### src/rtl/shift_pkg.sv
// shift_pkg: shared constants, opcode encoding and amount helper for the shift unit.
package shift_pkg;
   localparam int WIDTH = 16;
   localparam int AMTW  = 4;

   typedef enum logic [1:0] {
      OP_ROL = 2'b00,
      OP_SLL = 2'b01,
      OP_ROR = 2'b10,
      OP_SRL = 2'b11
   } shift_op_e;

   // Left shifts become right rotates by (WIDTH - amt) mod WIDTH.
   function automatic logic [AMTW-1:0] neg_amt(input logic [AMTW-1:0] amt);
      return AMTW'(WIDTH - int'(amt));
   endfunction
endpackage

### src/rtl/shift_amt_prep.sv
// shift_amt_prep: maps opcode and amount onto a right-rotate amount and a zero mask.
module shift_amt_prep
   import shift_pkg::*;
(
   input  logic [1:0]       op_i,
   input  logic [AMTW-1:0]  amt_i,
   output logic [AMTW-1:0]  r_o,
   output logic [WIDTH-1:0] m_o
);
   localparam logic [WIDTH-1:0] ONES = '1;

   always_comb begin
      r_o = (op_i == OP_ROR || op_i == OP_SRL) ? amt_i : neg_amt(amt_i);
      m_o = op_i == OP_SLL ? ONES << amt_i : op_i == OP_SRL ? ONES >> amt_i : ONES;
   end
endmodule

### src/rtl/shift_ex_unit.sv
// shift_ex_unit: two-stage pipelined shift/rotate unit for the execute stage.
// Stage 1 registers operand, rotate amount and mask; stage 2 rotates, masks and drives EX/MEM.
module shift_ex_unit #(
   parameter int WIDTH = 16,
   parameter int TAGW  = 3
) (
   input  logic             clk,
   input  logic             rst,
   input  logic             in_valid,
   output logic             in_ready,
   input  logic [WIDTH-1:0] in_data,
   input  logic [3:0]       in_amt,
   input  logic [1:0]       in_op,
   input  logic [TAGW-1:0]  in_tag,
   input  logic             flush,
   output logic             out_valid,
   input  logic             out_ready,
   output logic [WIDTH-1:0] out_data,
   output logic [TAGW-1:0]  out_tag
);
   import shift_pkg::*;

   logic             s1_valid_q, s1_valid_d, s2_valid_q, s2_valid_d;
   logic [WIDTH-1:0] s1_data_q, s1_data_d, s1_m_q, s1_m_d, out_data_q, out_data_d;
   logic [3:0]       s1_r_q, s1_r_d, prep_r;
   logic [TAGW-1:0]  s1_tag_q, s1_tag_d, out_tag_q, out_tag_d;
   logic [WIDTH-1:0] prep_m, rot1, rot2, rot4, rot8;
   logic             s1_adv, s2_adv, accept, s2_load;

   shift_amt_prep u_prep (
      .op_i  (in_op),
      .amt_i (in_amt),
      .r_o   (prep_r),
      .m_o   (prep_m)
   );

   assign s2_adv   = !s2_valid_q || out_ready;
   assign s1_adv   = !s1_valid_q || s2_adv;
   assign in_ready = s1_adv && !flush;
   assign accept   = in_valid && in_ready;
   assign s2_load  = s1_valid_q && s2_adv;

   assign rot1 = s1_r_q[0] ? {s1_data_q[0],   s1_data_q[WIDTH-1:1]} : s1_data_q;
   assign rot2 = s1_r_q[1] ? {rot1[1:0],      rot1[WIDTH-1:2]}      : rot1;
   assign rot4 = s1_r_q[2] ? {rot2[3:0],      rot2[WIDTH-1:4]}      : rot2;
   assign rot8 = s1_r_q[3] ? {rot4[7:0],      rot4[WIDTH-1:8]}      : rot4;

   // Flush wins over every advance; stage-2 data only moves when it is overwritable.
   always_comb begin
      s1_valid_d = flush ? 1'b0 : s1_adv ? accept : s1_valid_q;
      s2_valid_d = flush ? 1'b0 : s2_adv ? s1_valid_q : s2_valid_q;
      s1_data_d  = accept ? in_data : s1_data_q;
      s1_tag_d   = accept ? in_tag  : s1_tag_q;
      s1_r_d     = accept ? prep_r  : s1_r_q;
      s1_m_d     = accept ? prep_m  : s1_m_q;
      out_data_d = s2_load ? rot8 & s1_m_q : out_data_q;
      out_tag_d  = s2_load ? s1_tag_q : out_tag_q;
   end

   always_ff @(posedge clk or posedge rst) begin
      if (rst) begin
         s1_valid_q <= 1'b0;
         s2_valid_q <= 1'b0;
         s1_data_q  <= '0;
         s1_tag_q   <= '0;
         s1_r_q     <= '0;
         s1_m_q     <= '0;
         out_data_q <= '0;
         out_tag_q  <= '0;
      end else begin
         s1_valid_q <= s1_valid_d;
         s2_valid_q <= s2_valid_d;
         s1_data_q  <= s1_data_d;
         s1_tag_q   <= s1_tag_d;
         s1_r_q     <= s1_r_d;
         s1_m_q     <= s1_m_d;
         out_data_q <= out_data_d;
         out_tag_q  <= out_tag_d;
      end
   end

   assign out_valid = s2_valid_q;
   assign out_data  = out_data_q;
   assign out_tag   = out_tag_q;
endmodule

### config.mk
export PLATFORM = sky130hd
export DESIGN_NAME = shift_ex_unit
export DESIGN_NICKNAME = d
export VERILOG_FILES = /design/src/rtl/shift_pkg.sv /design/src/rtl/shift_amt_prep.sv /design/src/rtl/shift_ex_unit.sv
export SDC_FILE = /design/constraint.sdc
export NUM_CORES = 1
export LEC_CHECK = 0
export ABC_AREA = 1
export BUFFER_PORTS_ARGS = -buffer_cell sky130_fd_sc_hd__buf_2
export CAP_MARGIN = 0
export CORE_MARGIN = 2
export CORE_UTILIZATION = 40
export DETAILED_ROUTE_END_ITERATION = 10
export PLACE_DENSITY = 0.61
export SLEW_MARGIN = 20
export SYNTH_ARGS = -nofsm -noshare
export SYNTH_HDL_FRONTEND = slang
export SYNTH_HIERARCHICAL = 1
export SYNTH_SLANG_ARGS = --single-unit
export TNS_END_PERCENT = 50
### constraint.sdc
create_clock -name clk -period 3.8 [get_ports clk]
set_input_delay 0.19 -clock clk [delete_from_list [all_inputs] [get_ports clk]]
set_output_delay 0.19 -clock clk [all_outputs]
set_load 0.02 [all_outputs]
; Yosys cells after proc, flatten, opt, wreduce, memory -nomap -nowiden
; Cells that the tools add are included.
[totals]
ff_bits = 60
inputBits = 30
out_inout_bits = 21
elab_cells = 37
[classes]
add_sub_neg = 1
n_eq_ne = 3
shift = 2
n_mux = 11
n_bitwise = 1
reduce_logical = 11
[ops]
columns = cell, n
row1 = $mux W16, 6
row2 = $and A16 B16 Y16, 1
row3 = $shl A16 B4 Y16 const A, 1
row4 = $shr A16 B4 Y16 const A, 1
row5 = $eq A2 B2 Y1 const B, 2
row6 = $mux W1, 4
row7 = $mux W4, 1
row8 = $reduce_bool A2 Y1, 2
row9 = $sub A1 B4 Y4 const A, 1
row10 = $logic_and A1 B1 Y1, 3
row11 = $logic_not A1 Y1, 3
row12 = $logic_or A1 B1 Y1, 3
row13 = $eq A2 B1 Y1 const B, 1

; Longest topological paths before layout
; Gate-level depths: netlist of run 1.
[depth]
ltp_word = 7
depth_mapped = 9
ltp_nobuf = 9

; Cells and area by module
; Netlist of run 1, hierarchy kept.
[modules_own_cells]
columns = mod, n_inst, cells_per_inst, area_per_inst_um2, seq_area_each_um2
row1 = shift_ex_unit, 1, 410, 3442.1, 1501.4
row2 = shift_amt_prep, 1, 91, 419.2, 0.0

; Worst setup path after synthesis of run 1
; Ideal clock, no wire load.
[synth_path]
path_kind = register to register
from = reg s2_valid_q, in the netlist out_valid
to = reg out_data_q[10], in the netlist out_data[10]
setup_time_ps = 117
arrival_time_ps = 1141
required_time_ps = 3683
setup_slack_ps = 2542
path_stages_with_launch = 7
n_path_buf = 1
synth_period_minus_slack_ps = 1258
cell_sequence = dfrtp_1 nand2_1 nand2_2 dlymetal6s2s_1 nor2_1 nand3_1 nand2_1
[synth_between]
elab_chain_cells = 3
[synth_rtl]
columns = item, line
row1 = "start, declared", shift_ex_unit.sv:23  ; logic s1_valid_q, s1_valid_d, s2_valid_q, s2_valid_d;
row2 = "start signal, assigned", shift_ex_unit.sv:72  ; s2_valid_q <= s2_valid_d;
row3 = $logic_not A1 Y1, shift_ex_unit.sv:37  ; assign s2_adv = !s2_valid_q || out_ready;
row4 = $logic_or A1 B1 Y1, shift_ex_unit.sv:37
row5 = $logic_and A1 B1 Y1, shift_ex_unit.sv:41  ; assign s2_load = s1_valid_q && s2_adv;
row6 = "end signal, assigned", shift_ex_unit.sv:77  ; out_data_q <= out_data_d;
row7 = "end, declared", shift_ex_unit.sv:24  ; logic [WIDTH-1:0] s1_data_q, s1_data_d, s1_m_q, s1_m_d, out_data_q, out_data_d;
; Every way passes these cells.
; A chain may end at the register's enable or synchronous reset.

; Worst setup path in the final report of run 1
[layout_path]
from = reg s1_valid_q
to = reg s1_m_q[3]
[layout_between]
elab_chain_cells = 4
[layout_rtl]
columns = item, line
row1 = "start, declared", shift_ex_unit.sv:23
row2 = "start signal, assigned", shift_ex_unit.sv:71  ; s1_valid_q <= s1_valid_d;
row3 = $logic_not A1 Y1, shift_ex_unit.sv:38  ; assign s1_adv = !s1_valid_q || s2_adv;
row4 = $logic_or A1 B1 Y1, shift_ex_unit.sv:38
row5 = $logic_and A1 B1 Y1, shift_ex_unit.sv:39  ; assign in_ready = s1_adv && !flush;
row6 = $logic_and A1 B1 Y1, shift_ex_unit.sv:40  ; assign accept = in_valid && in_ready;
row7 = "end signal, assigned", shift_ex_unit.sv:76  ; s1_m_q <= s1_m_d;
row8 = "end, declared", shift_ex_unit.sv:24
; Every way passes these cells.

==> flow_metrics.tcl, run 1 <==
set metrics [dict create \
    status "complete, no violations" \
    slew_headroom_pct 31.4 \
    grt_pass1_wl_um 15600 \
    diodes 0 \
    synth_warnings 6 \
    ios 51 \
    pre_cts_ws_ns 1.82 \
    postCtsSetupBuffers 0 \
    synth_cells 501 \
    antenna_found_initial 0 \
    grt_pass1_vias 3305 \
    grt_overflow 0 \
    hpwlAfterDp_um 6790 \
    fmax_ghz 0.494 \
    dieHeight_um 102 \
    grtUsageTotal_pct 19.1 \
    power_leakage_uw 0.00230 \
    cts_buffer_depth 2 \
    cap_violations 0 \
    post-route-util_pct 46.1 \
    finalWorstSetupSlack_ns 1.78 \
    rsz0062_at_grt "false" \
    cts_hold_buf 1 \
    ant_nets 0 \
    post_cts_resized 0 \
    required_ns 3.99 \
    crit_fanout 61 \
    p_per_area_nw_per_um2 506 \
    seq_area_frac_synth_pct 38.9 \
    first_pass_iters 5 \
    critPathKind "reg2reg" \
    fin_crit_sh_pct 53.3 \
    worst_pin_slew_ns 1.03 \
    clock_latency_ns 0.34 \
    cts_buffers 9 \
    drtIter0Drc 185 \
    yosysUniqueCellTypes 23 \
    hold_viol 0 \
    n_fill_cell 985 \
    p_total_uw 2170 \
    place.gp.congestion 0.827 \
    drive_above_1_share_pct 24.6 \
    crit_arrival_ns 2.21 \
    ys_ff_latch 60 \
    finalSetupViolations 0 \
    post-route-drc-count 0 \
    fin_cells 670 \
    postRouteWirelength_um 9090 \
    vias 3395 \
    syn_area_per_cell_um2 7.71 \
    std_cell_rows 35 \
    ys.flop_type "dfrtp_1" \
    cts_tree "built" \
    synth_edf_count 0 \
    synth_common_cells "nand2_1 (130), nand3_1 (93), dfrtp_1 (60)" \
    port_buffers 50 \
    synth_nets 535 \
    wl_per_cell_um 13.6 \
    fin_skew_ns 0.00397 \
    vias_per_cell 5.07 \
    grt_start_max_net_pins 62 \
    synth_area_leaders "dfrtp_1 (39%), nand2_1 (13%), nand3_1 (12%), nand3_2 (10%), nor2_1 (5.1%)" \
    syn_to_final_growth_pct 10.9 \
    clk_pin_slew_ns 0.06 \
    syn_area_um2 3860 \
    start_util_pct 41.6 \
    fin_nets 571 \
    period_minus_slack_ns 2.02 \
    multiInputGateArea_um2 1940 \
    start_kind "flip-flop" \
    endpoint_kind "flip-flop" \
    yosys.area.top_type_share_pct 38.9 \
    yosysMostFrequentCell "nand2_1" \
    tns_ns 0 \
    drv_slew 0 \
    root_buffer "clkbuf_8" \
    coreArea_um2 9280 \
    die_area_um2 10500 \
    seq_area_um2 1500 \
    synth_top_cell_by_area "dfrtp_1" \
    synth-async-reset-ratio_pct 100 \
    dp_cells 654 \
    htreeDepth 3 \
    hold_class "in2reg" \
    peakVddDrop_mv 0.169 \
    die_w_um 102 \
    cts_num_sinks 60 \
]
[metrics by stage]
| stage | hold slack [ns] | instance area (um^2) |
|---|---|---|
| 6_report | 0.0786 | 4280 |
| 5_1_grt | 0.0759 | 4280 |
| 4_1_cts | 0.0760 | 4280 |
| 3_5_place_dp | 0.232 | 4050 |
| 3_3_place_gp | 0.231 | 4050 |
| 2_1_floorplan | 0.298 | 3860 |
[layout make-up]
class                           instances  share of cell area [%]
Clock buffer                           11                    3.54
Sequential cell                        60                    35.1
Timing Repair Buffer                   52                    6.25
Inverter                               43                    4.32
Tap cell                              129                    3.77
Multi-Input combinational cell        371                    45.4
Clock inverter                          4                    1.69
[report_power, final]
part	switching (uW)	internal, uW	leakage (uW)	total, uW
clock network	247	400	0.000111	647
registers	108	751	0.000703	858
logic	433	228	0.00149	662
total	788	1380	0.00230	2170
[worst paths after layout]
| path | startpoint | end | slack (ns) | cells past startpoint |
|---|---|---|---|---|
| setup / recovery | s1_valid_q | s1_m_q[3] | 1.78 | 6 |
| setup reg to reg | s1_valid_q | s1_m_q[3] | 1.78 | 6 |
| max in group asynchronous | rst | s1_m_q[3] | 2.55 | 4 |
| hold / removal | in_data[2] | s1_data_q[2] | 0.08 | 3 |
| min in group asynchronous | rst | s1_data_q[12] | 0.40 | 3 |
| hold reg to reg | out_data[11] | out_data[11] | 0.47 | 2 |
[cells in the final DEF (no fill, tap or decap), types with 2 or more instances in the layout]
| master | n |
|---|---|
| buf_2 | 50 |
| clkinv_2 | 2 |
| bufinv_16 | 2 |
| nand2_4 | 10 |
| dfrtp_1 | 60 |
| mux2_2 | 2 |
| nor2_1 | 52 |
| inv_2 | 5 |
| ha_1 | 4 |
| nand2_1 | 130 |
| nand3_1 | 93 |
| clkbuf_8 | 11 |
| nand2_2 | 5 |
| inv_8 | 3 |
| o21ai_0 | 10 |
| nand3_2 | 40 |
| inv_1 | 33 |
| a21oi_1 | 24 |
[flip-flops by register name (all words and copies together), names as in the netlist]
| signal | flops |
|---|---|
| out_data | 16 |
| s1_tag_q | 3 |
| out_valid | 1 |
| s1_m_q | 16 |
| s1_r_q | 4 |
| s1_data_q | 16 |
| out_tag | 3 |
| s1_valid_q | 1 |
[cells by family after synthesis]
family | count (synthesis) | synth area share [%]
mux | 2 | 0.583
fa+ha+maj | 4 | 1.30
buf+inv | 70 | 10.8
simple gates | 331 | 44.0
flops | 60 | 38.9
compound gates | 34 | 4.41
[worst max-delay path, cell delays in order, from the launching register on]
cell     delay [ns]
dfrtp_1        0.41
nand3_1        0.11
nand2_1        0.07
inv_2          0.23
nand2_2        0.63
nor2_1         0.33
a21oi_1        0.06
[metal layers]
layer | routed length, um | GRT usage (%)
met2 | 4470 | 32.2
met4 | 154 | 6.87
met5 | 0 | 0
met1 | 4120 | 25.0
met3 | 341 | 3.15
Note: power is estimated with default switching activity, not from simulation.
==> run 2, diff against run 1 <==
clock period = 1.94 ns   (was 3.8 ns; I/O delays follow)
==> run 2 against run 1 <==
Against the previous run:
- cell count rose by 4.0%
- die area did not move
- cell area rose by 5.8%
- total power rose by 98%
- sequential share of layout area fell by 1.9 points
- wire length rose by 4.0%
- flip-flop and latch count did not move
- sequential power rose by 91%
- clock power rose by 90%
- critical path type unchanged
==> flow_metrics.tcl, run 2 (synthesized netlist as in run 1, its figures left out) <==
set metrics [dict create \
    port_buffers 50 \
    grt_start_max_net_pins 38 \
    clk_pin_slew_ns 0.07 \
    fin_skew_ns 0.0104 \
    crit_top_cell "nand3_1" \
    cap_violations 0 \
    dieHeight_um 102 \
    slowest_stage "dfrtp_1" \
    fin_nets 597 \
    seq_area_um2 1500 \
    fmax_ghz 0.672 \
    postRouteWirelength_um 9450 \
    grt_pass1_vias 3411 \
    die_area_um2 10500 \
    cts_tree "built" \
    layout_commonest_cell "nand2_1" \
    stdcell_area_um2 4530 \
    post-route-drc-count 0 \
    std_cell_rows 35 \
    clock_latency_ns 0.34 \
    grt_overflow 0 \
    p_total_uw 4280 \
    place.gp.congestion 0.887 \
    antenna_found_initial 0 \
    htreeDepth 3 \
    cts_buffers 9 \
    period_minus_slack_ns 1.49 \
    worst_pin_slew_ns 0.556 \
    hold_class "in2reg" \
    cts_num_sinks 60 \
    hold_path_end "s1_data_q[8]" \
    layout_common_cells "nand2_1 (130), nand3_1 (93), dfrtp_1 (60), nor2_1 (52), buf_2 (50)" \
    die_w_um 102 \
    r2r_start "s1_r_q[0]" \
    vias 3453 \
    crit_fanout 11 \
    reg2regPathDepth 7 \
    crit_arrival_ns 1.76 \
    p_per_area_nw_per_um2 945 \
    n_fill_cell 950 \
    reg2reg_slack_ns 0.45 \
    ant_nets 0 \
    drv_slew 0 \
    start_util_pct 41.6 \
    root_buffer "clkbuf_8" \
    tns_ns 0 \
    required_ns 2.22 \
    hpwlAfterDp_um 7110 \
    cp_cell_sequence "buf_4, nand2_1, nand3_1, nand3_1, nand3_1, nand3_1, nand2_1" \
    first_pass_iters 4 \
    drtIter0Drc 152 \
    postCtsSetupBuffers 0 \
    slew_headroom_pct 62.9 \
    grt_pass1_wl_um 16100 \
    cpPeakStageDelay_ns 0.55 \
    post-route-util_pct 48.8 \
    critPathKind "reg2reg" \
    vias_per_cell 4.95 \
    rsz0062_at_grt "false" \
    endpoint_kind "flip-flop" \
    wl_per_cell_um 13.6 \
    ios 51 \
    multiInputGateArea_um2 1940 \
    drive_above_1_share_pct 25.4 \
    syn_to_final_growth_pct 17.4 \
    placed_area_um2 4160 \
    hold_start "in_data[8]" \
    coreArea_um2 9280 \
    hold_depth 3 \
    fin_crit_sh_pct 76.7 \
    hold_viol 0 \
    cts_buffer_depth 2 \
    status "complete, no violations" \
    pre_cts_ws_ns 0.498 \
    grtUsageTotal_pct 19.9 \
    diodes 0 \
    start_kind "flip-flop" \
    finalSetupViolations 0 \
    power_leakage_uw 0.00242 \
    r2r_end "out_data[15]" \
    finalWorstSetupSlack_ns 0.452 \
    peakVddDrop_mv 0.428 \
]
==> run 2: cell types whose count changed in the layout (fill, tap and decap cells not counted), sizes merged <==
cell and change:
buf +11, clkinv +1, clkbuf -1, clkinvlp +1, dlygate4sd3 +15
==> run 2: how the worst max path moves through the flow <==
stage	startpoint	end	slack, ns	cells past startpoint
after CTS	s1_valid_q	in_ready	0.45	5
after floorplan	rst	out_data[0]	0.36	1
final	s1_r_q[0]	out_data[15]	0.45	7
after global placement	s1_r_q[0]	out_data[1]	0.52	7
after global routing	s1_r_q[0]	out_data[15]	0.33	7
after detailed placement	s1_r_q[0]	out_data[15]	0.50	7
==> run 2: final cells by class <==
type                    instances  area share (%)
well taps                     129            3.56
repair buffers                 78            11.6
multi-input cells             371            42.8
clock inverters                 6            1.96
inverters                      43            4.09
clock buffers                  10            2.82
flip-flops and latches         60            33.1
==> run 2: critical path: cells and delay by family (launching register included) <==
family,cells,cell delay [ns]
and+or+nand+nor,6,0.64
DFF,1,0.55
buffers and inverters,1,0.25
==> run 2: report_power, final <==
part / internal (uW) / leakage [uW] / total [uW] / switching [uW]
clock: 723 / 0.000102 / 1230 / 511
combinational: 503 / 0.00161 / 1410 / 904
sequential: 1470 / 0.000703 / 1640 / 169
total: 2700 / 0.00242 / 4280 / 1580
==> run 2: routing by layer <==
| metal | vias up | share of wire (%) | global-route usage (%) |
|---|---|---|---|
| met5 | - | 0 | 0 |
| met4 | 0 | 3.2 | 9.33 |
| met3 | 26 | 3.3 | 3.28 |
| met2 | 68 | 48 | 32.9 |
| met1 | 1612 | 45 | 25.4 |
| li1 | 1747 | - | - |
==> run 2: repair_timing <==
action / CTS / global route
endpoints found under the hold margin: 38 / 1
hold buffers: 15 / 1
gates resized for setup: 0 / 0
==> run 2: per-stage QoR <==
stage / instances / hold WS (ns)
6_report: 697 / 0.00848
5_1_grt: 697 / 0.00332
4_1_cts: 696 / 0.000189
3_5_place_dp: 665 / 0.184
3_3_place_gp: 665 / 0.177
2_1_floorplan: 501 / 0.205
==> run 3, diff against run 2 <==
clock period = 1.5 ns   (was 1.94 ns; I/O delays follow)
==> run 3 against run 2 <==
Against the previous run:
- total power is 35% higher
- sequential power is 29% higher
- core utilization is 1.0 points higher
- combinational power is 31% higher
- count of clock-buffer cells in the layout stayed put
- critical path depth is 2 lower
- worst setup slack worse by 0.32 ns
- sequential share of layout area is 0.66 points lower
- first-iteration DRC count is 7.2% higher
- hold slack worse by 0.0026 ns
- critical endpoint is now in_ready
- largest power group unchanged
==> flow_metrics.tcl, run 3 (synthesized netlist as in run 1, its figures left out) <==
set metrics [dict create \
    status "complete, no violations" \
    stdcell_area_um2 4630 \
    cts_tree "built" \
    postCtsSetupBuffers 0 \
    fin_nets 600 \
    worst_pin_slew_ns 0.490 \
    r2r_end "out_data[11]" \
    grt_pass1_wl_um 16400 \
    ant_nets 0 \
    n_fill_cell 908 \
    place.gp.congestion 0.944 \
    layout_commonest_cell "nand2_1" \
    first_pass_iters 4 \
    clk_pin_slew_ns 0.07 \
    seq_area_um2 1500 \
    p_per_area_nw_per_um2 1240 \
    hold_depth 3 \
    postRouteWirelength_um 9360 \
    fin_skew_ns 0.00781 \
    std_cell_rows 35 \
    antenna_found_initial 0 \
    fin_crit_sh_pct 91.4 \
    coreArea_um2 9280 \
    drtIter0Drc 163 \
    start_util_pct 41.6 \
    period_minus_slack_ns 1.37 \
    p_total_uw 5760 \
    root_buffer "clkbuf_8" \
    endpoint_kind "output port" \
    ios 51 \
    port_buffers 50 \
    cts_num_sinks 60 \
    fmax_ghz 0.729 \
    placed_area_um2 4160 \
    peakVddDrop_mv 0.460 \
    required_ns 1.42 \
    diodes 0 \
    grt_pass1_vias 3460 \
    wl_per_cell_um 13.4 \
    hold_viol 0 \
    critPathKind "reg2out" \
    slew_headroom_pct 67.2 \
    drv_slew 0 \
    vias_per_cell 4.88 \
    die_w_um 102 \
    hpwlAfterDp_um 6910 \
    rsz0062_at_grt "false" \
    grt_overflow 0 \
    clock_latency_ns 0.34 \
    cap_violations 0 \
    finalSetupViolations 0 \
    multiInputGateArea_um2 1940 \
    hold_start "in_data[7]" \
    dieHeight_um 102 \
    hold_path_end "s1_data_q[7]" \
    tns_ns 0 \
    layout_common_cells "nand2_1 (130), nand3_1 (93), dfrtp_1 (59), nor2_1 (52), buf_2 (49)" \
    grt_start_max_net_pins 61 \
    syn_to_final_growth_pct 19.9 \
    hold_class "in2reg" \
    reg2reg_slack_ns 0.17 \
    crit_fanout 19 \
    crit_arrival_ns 1.30 \
    drive_above_1_share_pct 25.4 \
    reg2regPathDepth 7 \
    cts_buffers 9 \
    grtUsageTotal_pct 20.1 \
    die_area_um2 10500 \
    vias 3418 \
    cts_buffer_depth 2 \
    htreeDepth 3 \
    r2r_start "s1_r_q[0]" \
    start_kind "flip-flop" \
    post-route-drc-count 0 \
    power_leakage_uw 0.00245 \
    finalWorstSetupSlack_ns 0.128 \
    pre_cts_ws_ns 0.128 \
]
-- run 3: area by class of cell --
| type | instances | area share (%) |
|---|---|---|
| timing repair buffer | 81 | 12.6 |
| clock buffer | 10 | 2.97 |
| multi-input combinational | 371 | 42.0 |
| inverter | 43 | 4.08 |
| clock inverter | 6 | 2.41 |
| tap | 129 | 3.49 |
| sequential | 60 | 32.5 |
-- run 3: power breakdown --
part | internal, uW | leakage (uW) | switching, uW | total [uW]
combinational | 667 | 0.00163 | 1190 | 1850
sequential | 1900 | 0.000702 | 206 | 2110
clock | 1150 | 0.000122 | 648 | 1800
-- run 3: what timing repair did --
item,4_1_cts,5_1_grt
hold endpoints to repair,80,0
gates resized for setup,0,5
hold buffers,20,0
endpoints found under the setup margin,0,10
-- run 3: per-layer routing --
layer | wire length (um) | share of wire [%] | up-vias | GRT usage [%]
li1 | - | - | 1755 | -
met1 | 4280 | 46 | 1598 | 25.1
met2 | 4700 | 50 | 49 | 34.8
met3 | 188 | 2.0 | 16 | 2.87
met4 | 192 | 2.1 | 0 | 8.62
met5 | 0 | 0 | - | 0
-- run 3: metrics by stage --
step	utilization, %	hold slack, ns	instances
after detailed placement	44.9	0.191	664
final	49.9	0.00591	700
after global routing	49.9	0.00302	700
after global placement	44.9	0.186	664
after CTS	49.7	0.00485	700
after floorplan	-	0.181	501
-- run 3: critical path: stages, from the launching register on --
cell	delay (ns)
dfrtp_1	0.40
nand3_1	0.11
nand2_1	0.07
inv_2	0.08
buf_8	0.15
buf_4	0.15
-- run 3: worst max path at each step --
stage               depth (start not counted)  slack (ns)       start           end
floorplan                                   6        0.24   out_valid  out_data[10]
global placement                            6        0.16   s1_r_q[1]   out_data[4]
detailed placement                          6        0.13   s1_r_q[1]   out_data[6]
CTS                                         5        0.03  s1_valid_q      in_ready
global route                                5        0.01  s1_valid_q      in_ready
finish                                      5        0.13  s1_valid_q      in_ready
